[config.mk]
export PLATFORM = sky130hd
export DESIGN_NAME = bus_controller
export DESIGN_NICKNAME = d
export VERILOG_FILES = /design/src/rtl/bus_controller.sv
export SDC_FILE = /design/constraint.sdc
export NUM_CORES = 1
export LEC_CHECK = 0
export BUFFER_PORTS_ARGS = -buffer_cell sky130_fd_sc_hd__clkbuf_2
export CORE_UTILIZATION = 45
export CTS_BUF_LIST = sky130_fd_sc_hd__clkbuf_16
export CTS_CLUSTER_SIZE = 24
export DETAILED_ROUTE_END_ITERATION = 6
export GPL_TIMING_DRIVEN = 0
export PLACE_DENSITY = 0.74
export SYNTH_ARGS = -nofsm -noshare
export SYNTH_HDL_FRONTEND = slang
export SYNTH_SLANG_ARGS = --single-unit
[constraint.sdc]
create_clock -name clk -period 2.1 [get_ports clk]
set_input_delay 0.315 -clock clk [delete_from_list [all_inputs] [get_ports clk]]
set_output_delay 0.315 -clock clk [all_outputs]
set_load 0.1 [all_outputs]
[src/rtl/bus_controller.sv]
// Two-master round-robin controller for the CTI-8 bus: address decode,
// per-region wait states, and a one-cycle ack/err back to the granted master.
module bus_controller #(
    parameter int unsigned RAM_WAIT  = 0,
    parameter int unsigned ROM_WAIT  = 1,
    parameter int unsigned UART_WAIT = 2
) (
    input  logic        clk,
    input  logic        rst_n,

    input  logic        m0_req,
    input  logic [15:0] m0_addr,
    input  logic        m0_we,
    input  logic [7:0]  m0_wdata,
    output logic [7:0]  m0_rdata,
    output logic        m0_ack,
    output logic        m0_err,

    input  logic        m1_req,
    input  logic [15:0] m1_addr,
    input  logic        m1_we,
    input  logic [7:0]  m1_wdata,
    output logic [7:0]  m1_rdata,
    output logic        m1_ack,
    output logic        m1_err,

    output logic [15:0] bus_addr,
    output logic        bus_we,
    output logic [7:0]  bus_wdata,
    input  logic [7:0]  bus_rdata,
    output logic [2:0]  cs
);

    typedef enum logic [1:0] {
        IDLE   = 2'd0,
        ACCESS = 2'd1,
        DONE   = 2'd2
    } state_t;

    state_t      state;
    logic        last_grant;
    logic        grant;
    logic [3:0]  wait_cnt;

    logic        any_req;
    logic        sel;
    logic [15:0] sel_addr;
    logic        sel_we;
    logic [7:0]  sel_wdata;
    logic [2:0]  cs_dec;
    logic [3:0]  wait_dec;
    logic        bad_access;

    // Contention goes to the master that was not served last.
    always_comb begin
        any_req = m0_req | m1_req;
        if (m0_req && m1_req) begin
            sel = ~last_grant;
        end else if (m1_req) begin
            sel = 1'b1;
        end else begin
            sel = 1'b0;
        end
        sel_addr  = sel ? m1_addr  : m0_addr;
        sel_we    = sel ? m1_we    : m0_we;
        sel_wdata = sel ? m1_wdata : m0_wdata;
    end

    always_comb begin
        cs_dec   = 3'b000;
        wait_dec = 4'd0;
        if (sel_addr <= 16'h3FFF) begin
            cs_dec   = 3'b001;
            wait_dec = 4'(RAM_WAIT);
        end else if (sel_addr[15]) begin
            cs_dec   = 3'b010;
            wait_dec = 4'(ROM_WAIT);
        end else if (sel_addr[15:4] == 12'h600) begin
            cs_dec   = 3'b100;
            wait_dec = 4'(UART_WAIT);
        end
        // Unmapped holes and writes to ROM never reach a slave.
        bad_access = (cs_dec == 3'b000) || (cs_dec[1] && sel_we);
    end

    always_ff @(posedge clk or negedge rst_n) begin
        if (!rst_n) begin
            state      <= IDLE;
            last_grant <= 1'b1;
            grant      <= 1'b0;
            wait_cnt   <= 4'd0;
            cs         <= 3'b000;
            bus_we     <= 1'b0;
            bus_addr   <= 16'h0000;
            bus_wdata  <= 8'h00;
            m0_rdata   <= 8'h00;
            m0_ack     <= 1'b0;
            m0_err     <= 1'b0;
            m1_rdata   <= 8'h00;
            m1_ack     <= 1'b0;
            m1_err     <= 1'b0;
        end else begin
            case (state)
                IDLE: begin
                    if (any_req) begin
                        grant      <= sel;
                        last_grant <= sel;
                        bus_addr   <= sel_addr;
                        bus_wdata  <= sel_wdata;
                        if (bad_access) begin
                            state  <= DONE;
                            cs     <= 3'b000;
                            bus_we <= 1'b0;
                            if (sel) begin
                                m1_ack <= 1'b1;
                                m1_err <= 1'b1;
                            end else begin
                                m0_ack <= 1'b1;
                                m0_err <= 1'b1;
                            end
                        end else begin
                            state    <= ACCESS;
                            cs       <= cs_dec;
                            bus_we   <= sel_we;
                            wait_cnt <= wait_dec;
                        end
                    end
                end

                ACCESS: begin
                    if (wait_cnt != 4'd0) begin
                        wait_cnt <= wait_cnt - 4'd1;
                    end else begin
                        state  <= DONE;
                        cs     <= 3'b000;
                        bus_we <= 1'b0;
                        if (grant) begin
                            m1_rdata <= bus_rdata;
                            m1_ack   <= 1'b1;
                        end else begin
                            m0_rdata <= bus_rdata;
                            m0_ack   <= 1'b1;
                        end
                    end
                end

                DONE: begin
                    state  <= IDLE;
                    m0_ack <= 1'b0;
                    m0_err <= 1'b0;
                    m1_ack <= 1'b0;
                    m1_err <= 1'b0;
                end

                default: begin
                    state <= IDLE;
                end
            endcase
        end
    end

endmodule

[Yosys cells after proc, flatten, opt, wreduce, memory -nomap -nowiden]
Index checks and enable logic that the tools add are counted.
Cells by class
  multiplexer cells: 41
  equal/unequal tests: 12
  reductions and logical operators: 19
  magnitude comparators: 1
  bitwise operators: 4
  add/sub/neg operators: 1
Operator list (count)
  two-way mux 3 bit: 6
  inequality test 2 bit, second input constant: 9
  <= comparator 16 x 14 -> 1 bit, second input constant: 1
  two-way mux 1 bit: 16
  two-way mux 16 bit: 1
  equality test 12 x 11 -> 1 bit, second input constant: 1
  two-way mux 2 bit: 6
  two-way mux 4 bit: 3
  AND reduction 4 bit: 3
  AND reduction 6 bit: 2
  AND reduction 3 bit: 3
  two-way mux 8 bit: 1
  case mux 4 bit (2 select lines): 1
  case mux 1 bit (2 select lines): 3
  case mux 1 bit (3 select lines): 2
  case mux 3 bit (2 select lines): 1
  case mux 2 bit (2 select lines): 1
  AND reduction 2 bit: 2
  nonzero test 2 bit: 2
  nonzero test 4 bit: 1
  subtractor 4 x 1 -> 4 bit, second input constant: 1
  logical NOT 3 bit: 1
  inverter 1 bit: 3
  nonzero test 3 bit: 1
  other kinds (6): 7
Word-level totals
  input bits: 62
  logic and storage cells: 92
  bits in registers: 56
  output and inout bits: 48

[Depth between registers and ports, before layout]
Gate-level depths: netlist of the first run.
  depth in word-level cells: 12
  gate-level depth with buffers: 7
  depth with buffers taken out: 7

[Least setup slack after synthesis of the first run]
No wires, ideal clock.
  path kind: register to register
  from: reg wait_cnt[0]
  to: reg m0_rdata[0]
  data arrival time: 1759 ps
  clock period less this slack: 1884 ps
  setup time: 125 ps
  path buffers: 1
  required time: 1975 ps
  stages on the path, launching flop included: 7
  setup slack: 216 ps
  path through: dfrtp_1 -> inv_1 -> ha_1 -> or3b_1 -> or3_1 -> buf_4 -> mux2_4
Between the ends
  cells in the longest elaborated chain, start to end: 3
Ends and longest elaborated chain
  start: declaration: line 43  | logic [3:0] wait_cnt;
  start signal: assignment: line 125  | wait_cnt <= wait_dec;
  start signal: assignment: line 132  | wait_cnt <= wait_cnt - 4'd1;
  nonzero test 4 bit: line 131  | if (wait_cnt != 4'd0) begin
  inverter 1 bit (no source line)
  AND reduction 3 bit (no source line)
  end signal: assignment: line 141  | m0_rdata <= bus_rdata;
  end: declaration: line 15  | output logic [7:0] m0_rdata,
No other way between the ends.
A chain may end at the register's enable or synchronous reset.

[Worst setup path after layout of the first run]
  from: reg wait_cnt[0]
  to: reg m0_rdata[3]
The elaborated chain is that of the path after synthesis.

==> qor.csv, run 1 <==
stage,metric,value,unit
floorplanning,core area,0.00557,mm2
timing,Fin Setup TNS,0,ns
timing,Slew Limit Headroom,53.1,%
cts,H-tree depth,2,
critical_path,WP buf/inv,2,
critical_path,WP data arrival,2.18,ns
global_route,first-pass GRT wire length,10100,um
global_route,number of global-route vias before repair,2218,
floorplanning,DIE WIDTH,78.7,um
floorplanning,num rows,27,
timing,fin. max-slew vios,0,
cts,"CTS clk-pin slew, worst paths",0.07,ns
layout,Nets,432,
critical_path,Worst Path Max Fanout,9,
cts,Root Buffer,clkbuf_16,
detailed_routing,routed wire length,6240,um
status,status,finished clean,
floorplanning,die height,78.7,um
detailed_routing,DRC,0,
critical_path,type of destination of the critical path,flip-flop,
cts,clk sinks,56,
critical_path,CP max stage delay,0.42,ns
global_route,pin count of the biggest net entering global routing,57,
synthesis,#FFs+latches synth,56,
layout,synthesis-to-layout area growth,29.2,%
timing,skew final,0.00803,ns
synthesis,share of the synthesized area in the top cell type,52.1,%
global_route,gr usage total,21.0,%
detailed_routing,DR WL/cell,14.1,um
critical_path,Worst EP required,2.27,ns
critical_path,critical path's slowest cell,or3b_1,
layout,Filler Cells Inserted,466,
hold_path,Hold Path Class,in -> async,
timing,final period utilization,95.4,%
timing,# setup viols final,0,
cts,Num CTS Buffers,5,
critical_path,crit start category,flip-flop,
cts,Resized Gates After CTS,0,
critical_path,worst path cell trace,"inv_1, ha_1, or3b_1, or3_1, buf_4, mux2_4",
layout,fraction of layout cells with a size suffix above 1,39.8,%
synthesis,syn nets,317,
placed_design,Port Buffers,108,
synthesis,Synth area leaders,"dfrtp_1 52%, nand2_1 8.4%, a31oi_1 5.7%, mux2_4 5.7%, nor2_1 4.5%",
placed_design,Final HPWL DP,4650,um
critical_path,Setup Crit Path Kind,reg -> reg,
synthesis,yosys warns,0,
floorplanning,Initial Util,47.4,%
synthesis,Cell variety after synth,42,
job,Max Cap Viol,0,
cts,Skew-Pair Late Insertion Delay,0.29,ns
floorplanning,I/O pin count,110,
placed_design,Final GP Congestion,0.780,
cts,# hold bufs at CTS,0,
synthesis,Syn Area/Cell,10.4,um2
synthesis,area of the mapped netlist,0.00264,mm2
timing,min Tclk post-route,2.00,ns
synthesis,sequential fraction of the synthesis area,53.1,%
detailed_routing,DR vias,2309,
timing,RSZ-0062 raised after global routing,false,
synthesis,Syn Inst Count,253,
timing,Final Hold Fails,0,
global_route,GR Overflow Total,0,
detailed_routing,Routed Antenna Nets,0,
cts,Post-CTS Setup Bufs,0,
cts,Clock Tree Buf Depth,2,
synthesis,"area leader, netlist",dfrtp_1,
layout,Ant. Diodes,0,
detailed_routing,Vias/cell,5.24,
critical_path,Crit path max-delay family,simple AND/OR/NAND/NOR gates,
floorplanning,DIE AREA,0.00619,mm2
timing,f_max,499,MHz
detailed_routing,drt pass-1 iters,4,
detailed_routing,DR iter-0 viols,123,
cts,CTS tree,done,
global_route,initial antenna violation count,0,
timing,Worst Tran Pin Value,0.704,ns
==> cell families after synthesis <==
group                      count (synthesis)  synth area share, %
AOI/OAI and AO/OA                         46                 13.1
xor gates and xnor gates                   2                0.663
adders and majority gates                  2                0.946
buffers and inverters                     15                 2.74
DFF                                       56                 53.1
muxes                                     22                 11.1
and+or+nand+nor                          110                 18.4
==> sequential cells by signal (all words and copies together), names as in the netlist, 2 cells and up <==
signal	count
bus_addr	16
wait_cnt	4
cs	3
bus_wdata	8
m0_rdata	8
state	2
m1_rdata	8
==> per-layer routing <==
metal | vias to the layer above | track usage, % | part of all wire [%]
li1 | 1108 | - | -
met1 | 1106 | 28.4 | 45
met4 | 0 | 8.33 | 1.6
met3 | 10 | 3.49 | 5.9
met5 | - | 0 | 0
met2 | 85 | 33.6 | 47
==> through the flow <==
stage	hold slack, ns	setup slack, ns	utilization [%]	area, um2	instances
finish	0.0808	0.0969	61.3	3420	441
global route	0.135	0.0272	61.3	3420	441
CTS	0.236	0.0923	61.3	3410	441
detailed placement	0.488	0.104	58.7	3270	433
global placement	0.474	0.117	58.7	3270	433
floorplan	0.0194	0.216	-	2640	253
==> placed cells by master, fill, tap and decap left out, types with 2 or more instances in the layout <==
master | synthesis | routed
ha_1 | 2 | 2
clkbuf_16 | 0 | 5
a21oi_1 | 4 | 4
a31oi_1 | 24 | 24
nand2b_1 | 3 | 3
nor4b_1 | 4 | 4
a22o_1 | 4 | 4
buf_4 | 2 | 3
o21ai_0 | 2 | 2
nand3_1 | 2 | 2
nor2_1 | 32 | 32
nand2_1 | 59 | 59
mux2_4 | 10 | 10
clkbuf_1 | 8 | 8
inv_1 | 3 | 4
dfrtp_1 | 55 | 55
mux2_2 | 9 | 9
nor4_1 | 3 | 3
nand4_2 | 2 | 2
mux2i_1 | 2 | 2
clkbuf_2 | 0 | 107
==> synthesized netlist by cell type, drive strengths merged <==
cell type and instances:
or3b 1, o21ai 4, a21bo 1, a22o 4, nand2 59, buf 4
nand4 2, nand2b 3, xnor2 1, dfstp 1, nor2 33, nor4b 4
clkbuf 8, a32o 1, xor2 1, o311ai 2, o21bai 1, nor4 3
a21boi 1, nor2b 1, or3 1, nor3 1, dfrtp 55, o21a 1
a21oi 4, a211o 1, ha 2, a31o 1, a31oi 24, mux2 19
mux2i 3, nand3 2, inv 3, o31ai 1
==> final timing paths <==
path                             start           to  slack (ns)  cells past startpoint
max reg2reg                wait_cnt[0]  m0_rdata[3]         0.1                      6
max                        wait_cnt[0]  m0_rdata[3]         0.1                      6
max in group asynchronous        rst_n  bus_addr[5]        1.56                      1
min in group clk                m0_req   last_grant        0.24                      2
min reg2reg                      cs[1]        cs[1]        0.49                      2
min                              rst_n  m0_rdata[7]        0.08                      1
==> cell type report <==
type	count	area (um2)	share of cell area, %
buffer	12	61.3	1.79
clock buffer	5	125	3.66
clock inverter	3	15.0	0.439
inverter	3	11.3	0.330
multi-input combinational	182	1170	34.2
sequential	56	1400	41.0
tap	72	90.1	2.64
timing repair buffer	108	543	15.9
Power of run 1 is not shown: default switching activity piles up to over one toggle a cycle in this logic, so the estimate is an artifact.
==> inputs of run 2 (changes only) <==
Settings changed: RECOVER_POWER set to 100.
==> run 2 against run 1 <==
  * Clock skew up 0.0015 ns
  * Die area unchanged
  * Flip-flop and latch count unchanged
  * Largest cell class unchanged
  * Highest routed layer unchanged
==> qor.csv, run 2 (synthesis results as in run 1) <==
stage,metric,value,unit
critical_path,crit path launch,wait_cnt[0],
timing,# setup viols final,0,
detailed_routing,DR WL/cell,14.1,um
detailed_routing,DR iter-0 viols,114,
layout,fraction of layout cells with a size suffix above 1,25.7,%
cts,Clock Tree Buf Depth,2,
critical_path,CP max stage delay,0.42,ns
cts,Skew-Pair Late Insertion Delay,0.29,ns
timing,Fin Setup TNS,0,ns
placed_design,Port Buffers,108,
cts,"CTS clk-pin slew, worst paths",0.07,ns
cts,Post-CTS Setup Bufs,0,
detailed_routing,routed wire length,6210,um
floorplanning,Initial Util,47.4,%
critical_path,type of destination of the critical path,flip-flop,
critical_path,worst path cell trace,"inv_1, ha_1, or3b_1, or3_1, buf_4, mux2_1",
critical_path,WP data arrival,2.18,ns
status,status,finished clean,
critical_path,Worst Path Max Fanout,9,
floorplanning,num rows,27,
timing,fin. max-slew vios,0,
detailed_routing,Routed Antenna Nets,0,
critical_path,RR Endpoint,m0_rdata[0],
global_route,GR Overflow Total,0,
timing,RSZ-0062 raised after global routing,false,
cts,# hold bufs at CTS,0,
cts,Num CTS Buffers,5,
global_route,gr usage total,21.0,%
floorplanning,DIE AREA,0.00619,mm2
detailed_routing,drt pass-1 iters,4,
detailed_routing,DRC,0,
global_route,initial antenna violation count,0,
layout,Ant. Diodes,0,
layout,Filler Cells Inserted,502,
critical_path,RR Startpoint,wait_cnt[0],
placed_design,Final GP Congestion,0.780,
layout,most frequent cells in the layout,"61 x clkbuf_2, 59 x nand2_1, 55 x clkbuf_1, 55 x dfrtp_1, 32 x nor2_1",
global_route,first-pass GRT wire length,10100,um
placed_design,Final HPWL DP,4650,um
floorplanning,die height,78.7,um
global_route,pin count of the biggest net entering global routing,57,
floorplanning,core area,0.00557,mm2
detailed_routing,Vias/cell,5.24,
cts,Root Buffer,clkbuf_16,
critical_path,critical path's slowest cell,or3b_1,
timing,f_max,498,MHz
cts,Resized Gates After CTS,0,
layout,Largest Register,bus_addr,
timing,skew final,0.00953,ns
job,Max Cap Viol,0,
layout,"most common cell after layout, fill and taps aside",clkbuf_2,
critical_path,reg2reg setup slack,0.09,ns
critical_path,crit start category,flip-flop,
layout,Largest register FFs,16,
critical_path,CP Capture Point,m0_rdata[0],
cts,clk sinks,56,
floorplanning,DIE WIDTH,78.7,um
cts,H-tree depth,2,
hold_path,Hold Path Class,in -> reg,
timing,Final Hold Fails,0,
floorplanning,I/O pin count,110,
timing,Slew Limit Headroom,7.36,%
critical_path,Setup Crit Path Kind,reg -> reg,
global_route,number of global-route vias before repair,2218,
cts,CTS tree,done,
layout,Nets,432,
timing,Worst Tran Pin Value,1.39,ns
detailed_routing,DR vias,2311,
critical_path,Worst R2R Path Depth,6,
timing,final period utilization,95.7,%
layout,synthesis-to-layout area growth,26.0,%
timing,min Tclk post-route,2.01,ns
critical_path,Worst EP required,2.27,ns
[run 2: cell types whose count changed in the layout (fill, tap and decap cells not counted), sizes merged]
| cell | change |
|---|---|
| buf | -1 |
| clkbuf | +1 |
[run 2: metrics by stage]
step,setup slack [ns],std cells,instance area [um2],hold slack (ns),utilization (%)
2_1_floorplan,0.216,253,2640,0.0194,-
3_3_place_gp,0.117,433,3270,0.474,58.7
3_5_place_dp,0.104,433,3270,0.488,58.7
4_1_cts,0.0923,441,3410,0.236,61.3
5_1_grt,0.0159,441,3330,0.249,59.8
6_report,0.0908,441,3330,0.234,59.8
[run 2: worst min path at each step]
stage	startpoint	end	slack, ns	cells after the start
6_report	m0_req	last_grant	0.23	2
5_1_grt	m0_req	last_grant	0.25	2
4_1_cts	m0_req	last_grant	0.24	2
3_5_place_dp	m1_err	m1_err	0.49	1
3_3_place_gp	bus_addr[14]	bus_addr[14]	0.47	2
2_1_floorplan	rst_n	bus_addr[0]	0.02	0
[run 2: worst max-delay path, delay by kind of cell, from the launching register on]
family                   cells  cell delay [ns]
adder cells (fa/ha/maj)      1             0.14
buffers and inverters        2             0.28
flip-flops                   1             0.40
multiplexers                 1             0.32
AND/OR/NAND/NOR              2             0.75
[run 2: layout make-up]
type                            instances  area (um2)  area share, %
Sequential cell                        56        1400           42.1
Multi-Input combinational cell        182        1140           34.4
Timing Repair Buffer                  108         482           14.5
Clock buffer                            5         125           3.76
Tap cell                               72        90.1           2.70
Buffer                                 12        61.3           1.84
Clock inverter                          3        15.0          0.451
Inverter                                3        11.3          0.338
[run 2: layer usage]
layer | vias to the layer above | GRT usage, % | wire length [um]
met3 | 14 | 3.49 | 395
met1 | 1098 | 28.4 | 2770
met5 | - | 0 | 0
li1 | 1109 | - | -
met4 | 0 | 8.33 | 115
met2 | 90 | 33.6 | 2930
Power of run 2 is left out for the same reason.
==> inputs of run 3 (changes only) <==
Settings changed: SETUP_SLACK_MARGIN set to 0.2.
Clock period 2.1 ns to 2.33 ns, I/O delays scaled along.
==> run 3 against run 2 <==
  * Register-to-register slack improved by 0.14 ns
  * Sequential share of layout area is 0.095 points higher
  * Utilization fell by 0.13 points
  * Maximum frequency shrank 4.2%
  * Non-clock buffer count stayed put
  * Cell count unchanged
  * Cell area fell by 0.23%
  * Setup slack improved by 0.14 ns
  * Clock skew decreased by 0.0012 ns
  * Wire length decreased by 0.32%
  * Critical path type unchanged
==> qor.csv, run 3 (synthesis results as in run 1) <==
stage,metric,value,unit
timing,skew final,0.00828,ns
global_route,gr usage total,21.0,%
placed_design,Port Buffers,108,
timing,fin. max-slew vios,0,
detailed_routing,DR WL/cell,14.0,um
timing,# setup viols final,0,
critical_path,type of destination of the critical path,flip-flop,
detailed_routing,DRC,0,
critical_path,WP buf/inv,2,
detailed_routing,Routed Antenna Nets,0,
critical_path,cell count along the critical path,6,
global_route,GR Overflow Total,0,
cts,Root Buffer,clkbuf_16,
cts,clk sinks,56,
detailed_routing,DR vias,2310,
layout,synthesis-to-layout area growth,25.7,%
status,status,finished clean,
detailed_routing,top sig layer,met4,
layout,Finished Layout Cells,441,
global_route,initial antenna violation count,0,
critical_path,worst path cell trace,"inv_1, ha_1, or3b_1, or3_1, clkbuf_2, mux2_1",
floorplanning,num rows,27,
floorplanning,core area,0.00557,mm2
detailed_routing,DR iter-0 viols,127,
layout,most frequent cells in the layout,"60 x clkbuf_2, 59 x nand2_1, 58 x clkbuf_1",
floorplanning,DIE WIDTH,78.7,um
placed_design,placed cells,433,
critical_path,critical path's slowest cell,or3b_1,
cts,"CTS clk-pin slew, worst paths",0.07,ns
critical_path,WP data arrival,2.27,ns
detailed_routing,Vias/cell,5.24,
timing,Worst Tran Pin Value,1.40,ns
cts,Resized Gates After CTS,0,
detailed_routing,routed wire length,6190,um
critical_path,Worst R2R Path Depth,6,
timing,Fin Setup TNS,0,ns
timing,final period utilization,90.0,%
hold_path,Hold Path Class,in -> reg,
critical_path,RR Startpoint,wait_cnt[0],
cts,Post-CTS Setup Bufs,0,
layout,"most common cell after layout, fill and taps aside",clkbuf_2,
floorplanning,I/O pin count,110,
global_route,first-pass GRT wire length,10100,um
job,Max Cap Viol,0,
critical_path,CP Capture Point,m0_rdata[7],
critical_path,Crit path max-delay family,simple AND/OR/NAND/NOR gates,
timing,min Tclk post-route,2.10,ns
critical_path,RR Endpoint,m0_rdata[7],
global_route,number of global-route vias before repair,2218,
timing,RSZ-0062 raised after global routing,false,
detailed_routing,wire length on met3,350,um
critical_path,CP max stage delay,0.42,ns
cts,CTS tree,done,
critical_path,crit path launch,wait_cnt[0],
cts,Num CTS Buffers,5,
cts,Clock Tree Buf Depth,2,
critical_path,crit start category,flip-flop,
critical_path,Worst Path Max Fanout,9,
floorplanning,die height,78.7,um
critical_path,Worst EP required,2.50,ns
detailed_routing,drt pass-1 iters,4,
floorplanning,Initial Util,47.4,%
cts,H-tree depth,2,
critical_path,reg2reg setup slack,0.23,ns
layout,Largest Register,bus_addr,
layout,fraction of layout cells with a size suffix above 1,24.4,%
cts,Skew-Pair Late Insertion Delay,0.29,ns
timing,Final Hold Fails,0,
detailed_routing,met2 wire len,2930,um
placed_design,Final HPWL DP,4650,um
placed_design,Final GP Congestion,0.780,
critical_path,Setup Crit Path Kind,reg -> reg,
layout,Largest register FFs,16,
timing,f_max,477,MHz
layout,Nets,432,
floorplanning,DIE AREA,0.00619,mm2
layout,Ant. Diodes,0,
global_route,pin count of the biggest net entering global routing,57,
detailed_routing,Metal-1 WL,2800,um
timing,Slew Limit Headroom,6.89,%
cts,# hold bufs at CTS,0,
## run 3: area by class of cell
cell class	count	area, um2
buffer	12	57.6
clock buffer	5	125
clock inverter	3	15.0
fill	511	2250
inverter	3	11.3
multi-input combinational	182	1140
sequential	56	1400
tap	72	90.1
timing repair buffer	108	479
## run 3: how the worst min path moves through the flow
stage / startpoint / endpoint / slack, ns / depth (start not counted)
2_1_floorplan: rst_n / bus_addr[0] / 0.05 / 0
5_1_grt: m0_req / last_grant / 0.29 / 2
6_report: m0_req / last_grant / 0.27 / 2
3_5_place_dp: m1_err / m1_err / 0.49 / 1
4_1_cts: m0_req / last_grant / 0.27 / 2
3_3_place_gp: bus_addr[14] / bus_addr[14] / 0.47 / 2
## run 3: metrics by stage
step | cell area, um2 | setup WS [ns] | hold slack, ns | utilization, %
floorplan | 2640 | 0.446 | 0.0539 | -
finish | 3320 | 0.233 | 0.274 | 59.6
global route | 3320 | 0.139 | 0.287 | 59.6
CTS | 3410 | 0.322 | 0.271 | 61.3
global placement | 3270 | 0.347 | 0.474 | 58.7
detailed placement | 3270 | 0.318 | 0.488 | 58.7
## run 3: routing by layer
metal | global-route usage (%) | up-vias
met5 | 0 | -
met4 | 8.33 | 0
met3 | 3.49 | 14
met2 | 33.6 | 87
met1 | 28.4 | 1098
li1 | - | 1111
## run 3: worst register-to-register path: stages (launching register included)
cell	delay, ns
dfrtp_1	0.40
inv_1	0.09
ha_1	0.14
or3b_1	0.42
or3_1	0.32
clkbuf_2	0.23
mux2_1	0.37
Power of run 3 is left out for the same reason.
